==> src/rtl/gps_pacer_pkg.sv <==
`default_nettype none
// +--------------------------------------------------------------------+
// | gps_pacer_pkg                                                      |
// | Shared types and pio_data field positions for the GPS pacer.       |
// | Rev 1.0                                                            |
// +--------------------------------------------------------------------+
package gps_pacer_pkg;

  typedef enum logic [1:0] {
    IDLE  = 2'd0,
    PRIME = 2'd1,
    RUN   = 2'd2,
    DRAIN = 2'd3
  } pacer_state_e;

  localparam int MAG_LSB    = 0;
  localparam int SIGN_BIT   = 2;
  localparam int TOGGLE_BIT = 6;
  localparam int EOS_BIT    = 7;
  localparam int SAMPLE_W   = 3;

endpackage

`default_nettype wire

==> src/rtl/gps_pacer_fifo.sv <==
`default_nettype none
// +--------------------------------------------------------------------+
// | gps_pacer_fifo                                                     |
// | Synchronous sample FIFO with flush; no write-to-read bypass.       |
// | Rev 1.0                                                            |
// +--------------------------------------------------------------------+
module gps_pacer_fifo #(
  parameter int DEPTH = 16,
  parameter int WIDTH = 3
) (
  input  logic                     clk_i,
  input  logic                     rst_ni,
  input  logic                     flush_i,
  input  logic                     push_i,
  input  logic                     pop_i,
  input  logic [WIDTH-1:0]         data_i,
  output logic [WIDTH-1:0]         data_o,
  output logic [$clog2(DEPTH):0]   level_o,
  output logic                     full_o,
  output logic                     empty_o
);

  localparam int AW = $clog2(DEPTH);

  logic [WIDTH-1:0] mem_q [DEPTH];
  logic [AW-1:0]    wr_ptr_q, wr_ptr_d;
  logic [AW-1:0]    rd_ptr_q, rd_ptr_d;
  logic [AW:0]      level_q, level_d;
  logic             w_do_push, w_do_pop;

  assign full_o  = (level_q == (AW+1)'(DEPTH));
  assign empty_o = (level_q == '0);

  // A full buffer still takes a push when a pop frees a slot on the same edge.
  assign w_do_push = push_i & (~full_o | pop_i) & ~flush_i;
  assign w_do_pop  = pop_i & ~empty_o & ~flush_i;

  always_comb begin
    wr_ptr_d = wr_ptr_q;
    rd_ptr_d = rd_ptr_q;
    level_d  = level_q;
    if (flush_i) begin
      wr_ptr_d = '0;
      rd_ptr_d = '0;
      level_d  = '0;
    end else begin
      if (w_do_push) wr_ptr_d = wr_ptr_q + AW'(1);
      if (w_do_pop)  rd_ptr_d = rd_ptr_q + AW'(1);
      case ({w_do_push, w_do_pop})
        2'b10:   level_d = level_q + (AW+1)'(1);
        2'b01:   level_d = level_q - (AW+1)'(1);
        default: level_d = level_q;
      endcase
    end
  end

  always_ff @(posedge clk_i or negedge rst_ni) begin
    if (!rst_ni) begin
      wr_ptr_q <= '0;
      rd_ptr_q <= '0;
      level_q  <= '0;
    end else begin
      wr_ptr_q <= wr_ptr_d;
      rd_ptr_q <= rd_ptr_d;
      level_q  <= level_d;
    end
  end

  always_ff @(posedge clk_i) begin
    if (w_do_push) mem_q[wr_ptr_q] <= data_i;
  end

  assign data_o  = mem_q[rd_ptr_q];
  assign level_o = level_q;

endmodule

`default_nettype wire

==> src/rtl/gps_sample_pacer.sv <==
`default_nettype none
// +--------------------------------------------------------------------+
// | gps_sample_pacer                                                   |
// | Buffers CPU-written GPS samples and replays them at a fixed rate.  |
// | GPS_PACER_STATS_EN: builds the emitted-sample counter.             |
// | Rev 1.0                                                            |
// +--------------------------------------------------------------------+
module gps_sample_pacer
  import gps_pacer_pkg::*;
#(
  parameter int FIFO_DEPTH   = 16,
  parameter int PRIME_LEVEL  = 8,
  parameter int RATE_DIV     = 3,
  parameter int AFULL_MARGIN = 4
) (
  input  logic                          clk_i,
  input  logic                          rst_ni,
  input  logic                          start_i,
  input  logic [7:0]                    pio_data_i,
  output logic [SAMPLE_W-1:0]           sample_out_o,
  output logic                          sample_valid_o,
  output logic [$clog2(FIFO_DEPTH):0]   fifo_level_o,
  output logic                          almost_full_o,
  output logic                          running_o,
  output logic                          done_o,
  output logic                          underflow_o,
  output logic                          overflow_o,
  output logic [31:0]                   sample_count_o
);

  localparam int LW = $clog2(FIFO_DEPTH) + 1;
  localparam int CW = $clog2(RATE_DIV);
  localparam logic [LW-1:0] PRIME_THR = LW'(PRIME_LEVEL);
  localparam logic [LW-1:0] AFULL_THR = LW'(FIFO_DEPTH - AFULL_MARGIN);
  localparam logic [CW-1:0] TICK_AT   = CW'(RATE_DIV - 1);

  pacer_state_e        state_q;
  logic                start_q;
  logic [SAMPLE_W-1:0] pio_smp_q;
  logic                pio_tog_q, pio_eos_q, tog_hist_q;
  logic [CW-1:0]       rate_cnt_q;
  logic                end_seen_q, done_q, underflow_q, overflow_q;
  logic                valid_q;
  logic [SAMPLE_W-1:0] sample_q;

  logic                w_active, w_start_rise, w_flush, w_accept;
  logic                w_push, w_eos, w_tick, w_pop, w_ovf;
  logic                w_full, w_empty;
  logic [LW-1:0]       w_level;
  logic [SAMPLE_W-1:0] w_rd_data;
  logic                w_unused_pio;

  assign w_unused_pio = ^pio_data_i[TOGGLE_BIT-1:SIGN_BIT+1];

  always_ff @(posedge clk_i or negedge rst_ni) begin
    if (!rst_ni) begin
      pio_smp_q  <= '0;
      pio_tog_q  <= 1'b0;
      pio_eos_q  <= 1'b0;
      tog_hist_q <= 1'b0;
      start_q    <= 1'b0;
    end else begin
      pio_smp_q  <= {pio_data_i[SIGN_BIT], pio_data_i[MAG_LSB+1:MAG_LSB]};
      pio_tog_q  <= pio_data_i[TOGGLE_BIT];
      pio_eos_q  <= pio_data_i[EOS_BIT];
      tog_hist_q <= pio_tog_q;
      start_q    <= start_i;
    end
  end

  assign w_active     = (state_q == RUN) || (state_q == DRAIN);
  assign w_start_rise = start_i & ~start_q & (state_q == IDLE);
  assign w_flush      = ~start_i | w_start_rise;
  // Toggles seen while disabled or parked after completion only move the history.
  assign w_accept     = (pio_tog_q ^ tog_hist_q) & start_i & ~w_flush
                      & ~((state_q == IDLE) & done_q);
  assign w_push       = w_accept & ~pio_eos_q;
  assign w_eos        = w_accept & pio_eos_q;
  assign w_tick       = start_i & w_active & (rate_cnt_q == TICK_AT);
  assign w_pop        = w_tick & ~w_empty;
  assign w_ovf        = w_push & w_full & ~w_pop;

  gps_pacer_fifo #(
    .DEPTH (FIFO_DEPTH),
    .WIDTH (SAMPLE_W)
  ) u_fifo (
    .clk_i   (clk_i),
    .rst_ni  (rst_ni),
    .flush_i (w_flush),
    .push_i  (w_push),
    .pop_i   (w_pop),
    .data_i  (pio_smp_q),
    .data_o  (w_rd_data),
    .level_o (w_level),
    .full_o  (w_full),
    .empty_o (w_empty)
  );

  always_ff @(posedge clk_i or negedge rst_ni) begin
    if (!rst_ni) begin
      state_q     <= IDLE;
      rate_cnt_q  <= '0;
      end_seen_q  <= 1'b0;
      done_q      <= 1'b0;
      underflow_q <= 1'b0;
      overflow_q  <= 1'b0;
      valid_q     <= 1'b0;
      sample_q    <= '0;
    end else begin
      valid_q <= 1'b0;
      if (w_pop) begin
        sample_q <= w_rd_data;
        valid_q  <= 1'b1;
      end
      if (start_i && w_active) begin
        rate_cnt_q <= (rate_cnt_q == TICK_AT) ? '0 : rate_cnt_q + CW'(1);
      end else begin
        rate_cnt_q <= '0;
      end
      if (w_ovf) overflow_q <= 1'b1;
      if (w_eos) end_seen_q <= 1'b1;

      if (!start_i) begin
        state_q    <= IDLE;
        end_seen_q <= 1'b0;
      end else begin
        case (state_q)
          IDLE: begin
            if (!start_q) begin
              state_q     <= PRIME;
              done_q      <= 1'b0;
              underflow_q <= 1'b0;
              overflow_q  <= 1'b0;
              end_seen_q  <= 1'b0;
            end
          end
          PRIME: begin
            if ((w_level >= PRIME_THR) || (end_seen_q && !w_empty)) begin
              state_q <= RUN;
            end else if (end_seen_q) begin
              state_q    <= IDLE;
              done_q     <= 1'b1;
              end_seen_q <= 1'b0;
            end
          end
          RUN: begin
            if (w_tick && w_empty) underflow_q <= 1'b1;
            if (end_seen_q) state_q <= DRAIN;
          end
          DRAIN: begin
            if (w_tick && w_empty) begin
              state_q    <= IDLE;
              done_q     <= 1'b1;
              end_seen_q <= 1'b0;
            end
          end
          default: state_q <= IDLE;
        endcase
      end
    end
  end

`ifdef GPS_PACER_STATS_EN
  logic [31:0] sample_cnt_q;

  always_ff @(posedge clk_i or negedge rst_ni) begin
    if (!rst_ni) begin
      sample_cnt_q <= '0;
    end else if (w_start_rise) begin
      sample_cnt_q <= '0;
    end else if (w_pop) begin
      sample_cnt_q <= sample_cnt_q + 32'd1;
    end
  end

  assign sample_count_o = sample_cnt_q;
`else
  assign sample_count_o = '0;
`endif

  assign sample_out_o   = sample_q;
  assign sample_valid_o = valid_q;
  assign fifo_level_o   = w_level;
  assign almost_full_o  = (w_level >= AFULL_THR);
  assign running_o      = w_active;
  assign done_o         = done_q;
  assign underflow_o    = underflow_q;
  assign overflow_o     = overflow_q;

endmodule

`default_nettype wire

==> config.mk <==
export PLATFORM = sky130hd
export DESIGN_NAME = gps_sample_pacer
export DESIGN_NICKNAME = d
export VERILOG_FILES = /design/src/rtl/gps_pacer_pkg.sv /design/src/rtl/gps_pacer_fifo.sv /design/src/rtl/gps_sample_pacer.sv
export SDC_FILE = /design/constraint.sdc
export NUM_CORES = 1
export LEC_CHECK = 0
export CORE_MARGIN = 8
export CORE_UTILIZATION = 49
export DETAILED_ROUTE_END_ITERATION = 10
export GPL_TIMING_DRIVEN = 0
export PLACE_DENSITY = 0.76
export SYNTH_ARGS = -nofsm -noshare
export SYNTH_HDL_FRONTEND = slang
export SYNTH_SLANG_ARGS = --single-unit
==> constraint.sdc <==
create_clock -name clk_i -period 3.6 [get_ports clk_i]
set_clock_uncertainty 0.2 [all_clocks]
set_input_delay 0.36 -clock clk_i [delete_from_list [all_inputs] [get_ports clk_i]]
set_output_delay 0.36 -clock clk_i [all_outputs]
set_load 0.01 [all_outputs]
==> results.json <==
{
  "synth_seq_cells": 80,
  "clk_pin_slew_ps": 80,
  "syn_area_um2": 4020,
  "crit_buf_inv": 4,
  "finalHoldViolCount": 0,
  "leakage_nw": 1.92,
  "drc": 0,
  "dp_hpwl_um": 5480,
  "hold_ws_ps": 201,
  "synth_ff_type": "edfxtp_1",
  "n_fill_cell": 666,
  "rsz0062_at_grt": "no",
  "finalCriticalPeriod_ps": 3430,
  "clock_power_share_pct": 36.0,
  "numPortBuffers": 21,
  "r2r_slack_ps": 170,
  "synth-compound-area-share_pct": 10.5,
  "die_x_um": 107,
  "first_pass_iters": 4,
  "outcome": "finished clean",
  "final_common_cell": "edfxtp_1",
  "synth_top_family_by_area": "compound AO/OA/AOI/OAI gates",
  "antennaDiodeCount": 0,
  "dr.first_iter.drc_count": 134,
  "ctsLongestPathBuffers": 2,
  "crit_slowest_cell": "dfrtp_1",
  "synth_cells": 313,
  "io_pins": 57,
  "slew_viol_final": 0,
  "num_vias": 2533,
  "layout_setup_ws_ps": 172,
  "cp-start-kind": "flip-flop",
  "syn_area_per_cell_um2": 12.9,
  "grt_pass1_vias": 2595,
  "grt_max_degree": 33,
  "cts.sinks": 80,
  "dieArea_um2": 11400,
  "setup_viol": 0,
  "fp.coreArea_um2": 8090,
  "dp_slack_ps": -344,
  "power_mw": 1.83,
  "totalWireLength_um": 7570,
  "drv_cap": 0,
  "final_nets": 404,
  "power_frac_seq_pct": 55.0,
  "wire_per_inst_um": 15.5,
  "cts_made_buffers": 9,
  "async_flop_share_pct": 40.0,
  "drive_gt1_share_pct": 22.5,
  "netSwitchingPower_mw": 0.427,
  "ant_nets": 0,
  "worstHoldStart": "pio_tog_q",
  "post-route-util_pct": 58.5,
  "cpLargestDelayFamily": "compound AO/OA/AOI/OAI gates",
  "ys_types": 52,
  "num_rows": 33,
  "die_y_um": 107,
  "grt.total_usage_pct": 14.2,
  "synthXorXnorAreaFrac_pct": 1.09,
  "worst_pin_slew_ps": 727,
  "synth-warning-count": 0,
  "seq_area_frac_synth_pct": 55.7,
  "fmax_mhz": 292,
  "grt_remaining_overflow": 0,
  "switching_share_pct": 23.3,
  "rr_startpoint": "u_fifo.level_o[1]",
  "power_density_nw_per_um2": 387,
  "vdd_drop_max_mv": 0.248,
  "place_inst": 470,
  "max_stage_delay_ps": 400,
  "area_growth_syn_to_layout_pct": 17.8,
  "crit_fanout": 10,
  "gp_congestion": 0.809,
  "htree_levels": 3,
  "synthSimpleGateAreaFrac_pct": 9.86,
  "synth-edff-count": 48,
  "grt_first_pass_wirelength_um": 12800,
  "synth_mux_area_share_pct": 8.74,
  "p_comb_share_pct": 8.9,
  "critPathLaunch": "u_fifo.level_o[1]",
  "cts_tree": "built",
  "insertion_delay_ps": 350,
  "antenna_found_initial": 0,
  "worstPathRequired_ps": 3630,
  "internal_power_mw": 1.40,
  "instances_no_fill": 488,
  "worstSetupPathType": "reg2reg",
  "period_share_pct": 95.2,
  "crit_arrival_ps": 3460,
  "layout_common_cells": "48 x edfxtp_1, 35 x buf_4, 32 x conb_1, 32 x dfrtp_1, 25 x nor2_1",
  "crit_chain": "buf_6 > or3_1 > buf_6 > o211ai_2 > clkbuf_4 > nor2_1 > ha_1 > clkbuf_2 > xor2_1 > ha_1 > a211o_1 > a21oi_1 > a2111o_1 > nand3_1",
  "relSlewSlack_pct": 51.5,
  "worstSetupEndpointType": "flip-flop",
  "clockRootBuffer": "clkbuf_8",
  "viasPerCell": 5.19,
  "synth_fa_ha_area_share_pct": 4.67,
  "start_util_pct": 49.7,
  "holdCritPathClass": "reg2reg"
}
-- layer usage --
layer	part of all wire (%)	wire length (um)	GRT usage [%]
met1	44	3350	18.3
met2	46	3450	21.6
met3	8.3	627	4.32
met4	1.8	140	6.63
met5	0	0	0
-- stage by stage --
step                TNS [ps]  instance area (um^2)
global route               0                  4740
global placement        -431                  4480
finish                     0                  4740
detailed placement      -598                  4480
CTS                        0                  4690
floorplan                  0                  4140
-- repair_timing --
action	in CTS	in global routing
hold endpoints to repair	32	0
hold buffers	1	0
setup buffers	0	2
gates resized for setup	3	11
pin swaps	0	1
endpoints found under the setup margin	2	2
-- state kept, by name (all words and copies together), names as in the netlist, 2 cells and up --
name / count
u_fifo.wr_ptr_q: 4
u_fifo.rd_ptr_q: 4
rate_cnt_q: 2
u_fifo.mem_q: 48
pio_smp_q: 3
sample_out_o: 3
u_fifo.level_o: 5
state_q: 2
-- synthesized netlist by cell type (3+ instances only) --
master / instances / area share (%)
a2111o_1: 3 / 0.84
a211oi_1: 5 / 0.93
a21o_1: 6 / 1.1
a21oi_1: 7 / 0.87
a41oi_1: 3 / 0.65
buf_2: 4 / 0.50
buf_4: 33 / 6.2
buf_6: 3 / 0.84
clkbuf_1: 6 / 0.56
dfrtp_1: 32 / 20
edfxtp_1: 48 / 36
ha_1: 15 / 4.7
inv_1: 12 / 1.1
mux2i_1: 7 / 1.7
mux4_2: 12 / 6.7
nand2_1: 10 / 0.93
nand2b_1: 7 / 1.1
nand3_1: 11 / 1.4
nor2_1: 25 / 2.3
nor3_1: 6 / 0.75
nor3b_1: 3 / 0.56
o21ai_0: 6 / 0.75
o22ai_1: 3 / 0.47
or3_1: 5 / 0.78
xor2_1: 3 / 0.65
-- power by group through the flow --
stage | sequential [mW] | combinational [mW] | clock (mW)
after global placement | 1.03 | 0.150 | 0
after CTS | 1.01 | 0.156 | 0.673
final | 1.01 | 0.164 | 0.660
after floorplan | 1.02 | 0.107 | 0
after global routing | 1.01 | 0.183 | 0.709
after detailed placement | 1.03 | 0.153 | 0
-- logic make-up (layout without fill, tap and decap cells) --
logic type | after synthesis | after routing
buffers and inverters | 60 | 99
multiplexers | 20 | 20
adder cells (fa/ha/maj) | 15 | 15
flip-flops | 80 | 80
AO/OA/AOI/OAI | 53 | 53
other | 1 | 32
AND/OR/NAND/NOR | 79 | 79
XOR/XNOR | 5 | 5
-- path summary, 6_finish.rpt --
| kind | cells past startpoint | end |
|---|---|---|
| min reg2reg | 0 | tog_hist_q |
| min | 0 | tog_hist_q |
| max | 14 | u_fifo.level_o[4] |
| max reg2reg | 14 | u_fifo.level_o[4] |
| min in group asynchronous | 2 | underflow_o |
| max in group asynchronous | 2 | sample_out_o[1] |
-- final cells by class --
class,instances,area [um^2],area share [%]
clock buffers,12,145,3.06
clock inverters,4,53.8,1.14
well taps,105,131,2.77
flip-flops and latches,80,2240,47.3
inverters,12,45.0,0.951
repair buffers,24,230,4.86
multi-input cells,204,1550,32.8
plain buffers,47,335,7.08
Note: power is estimated with default switching activity, not from simulation.
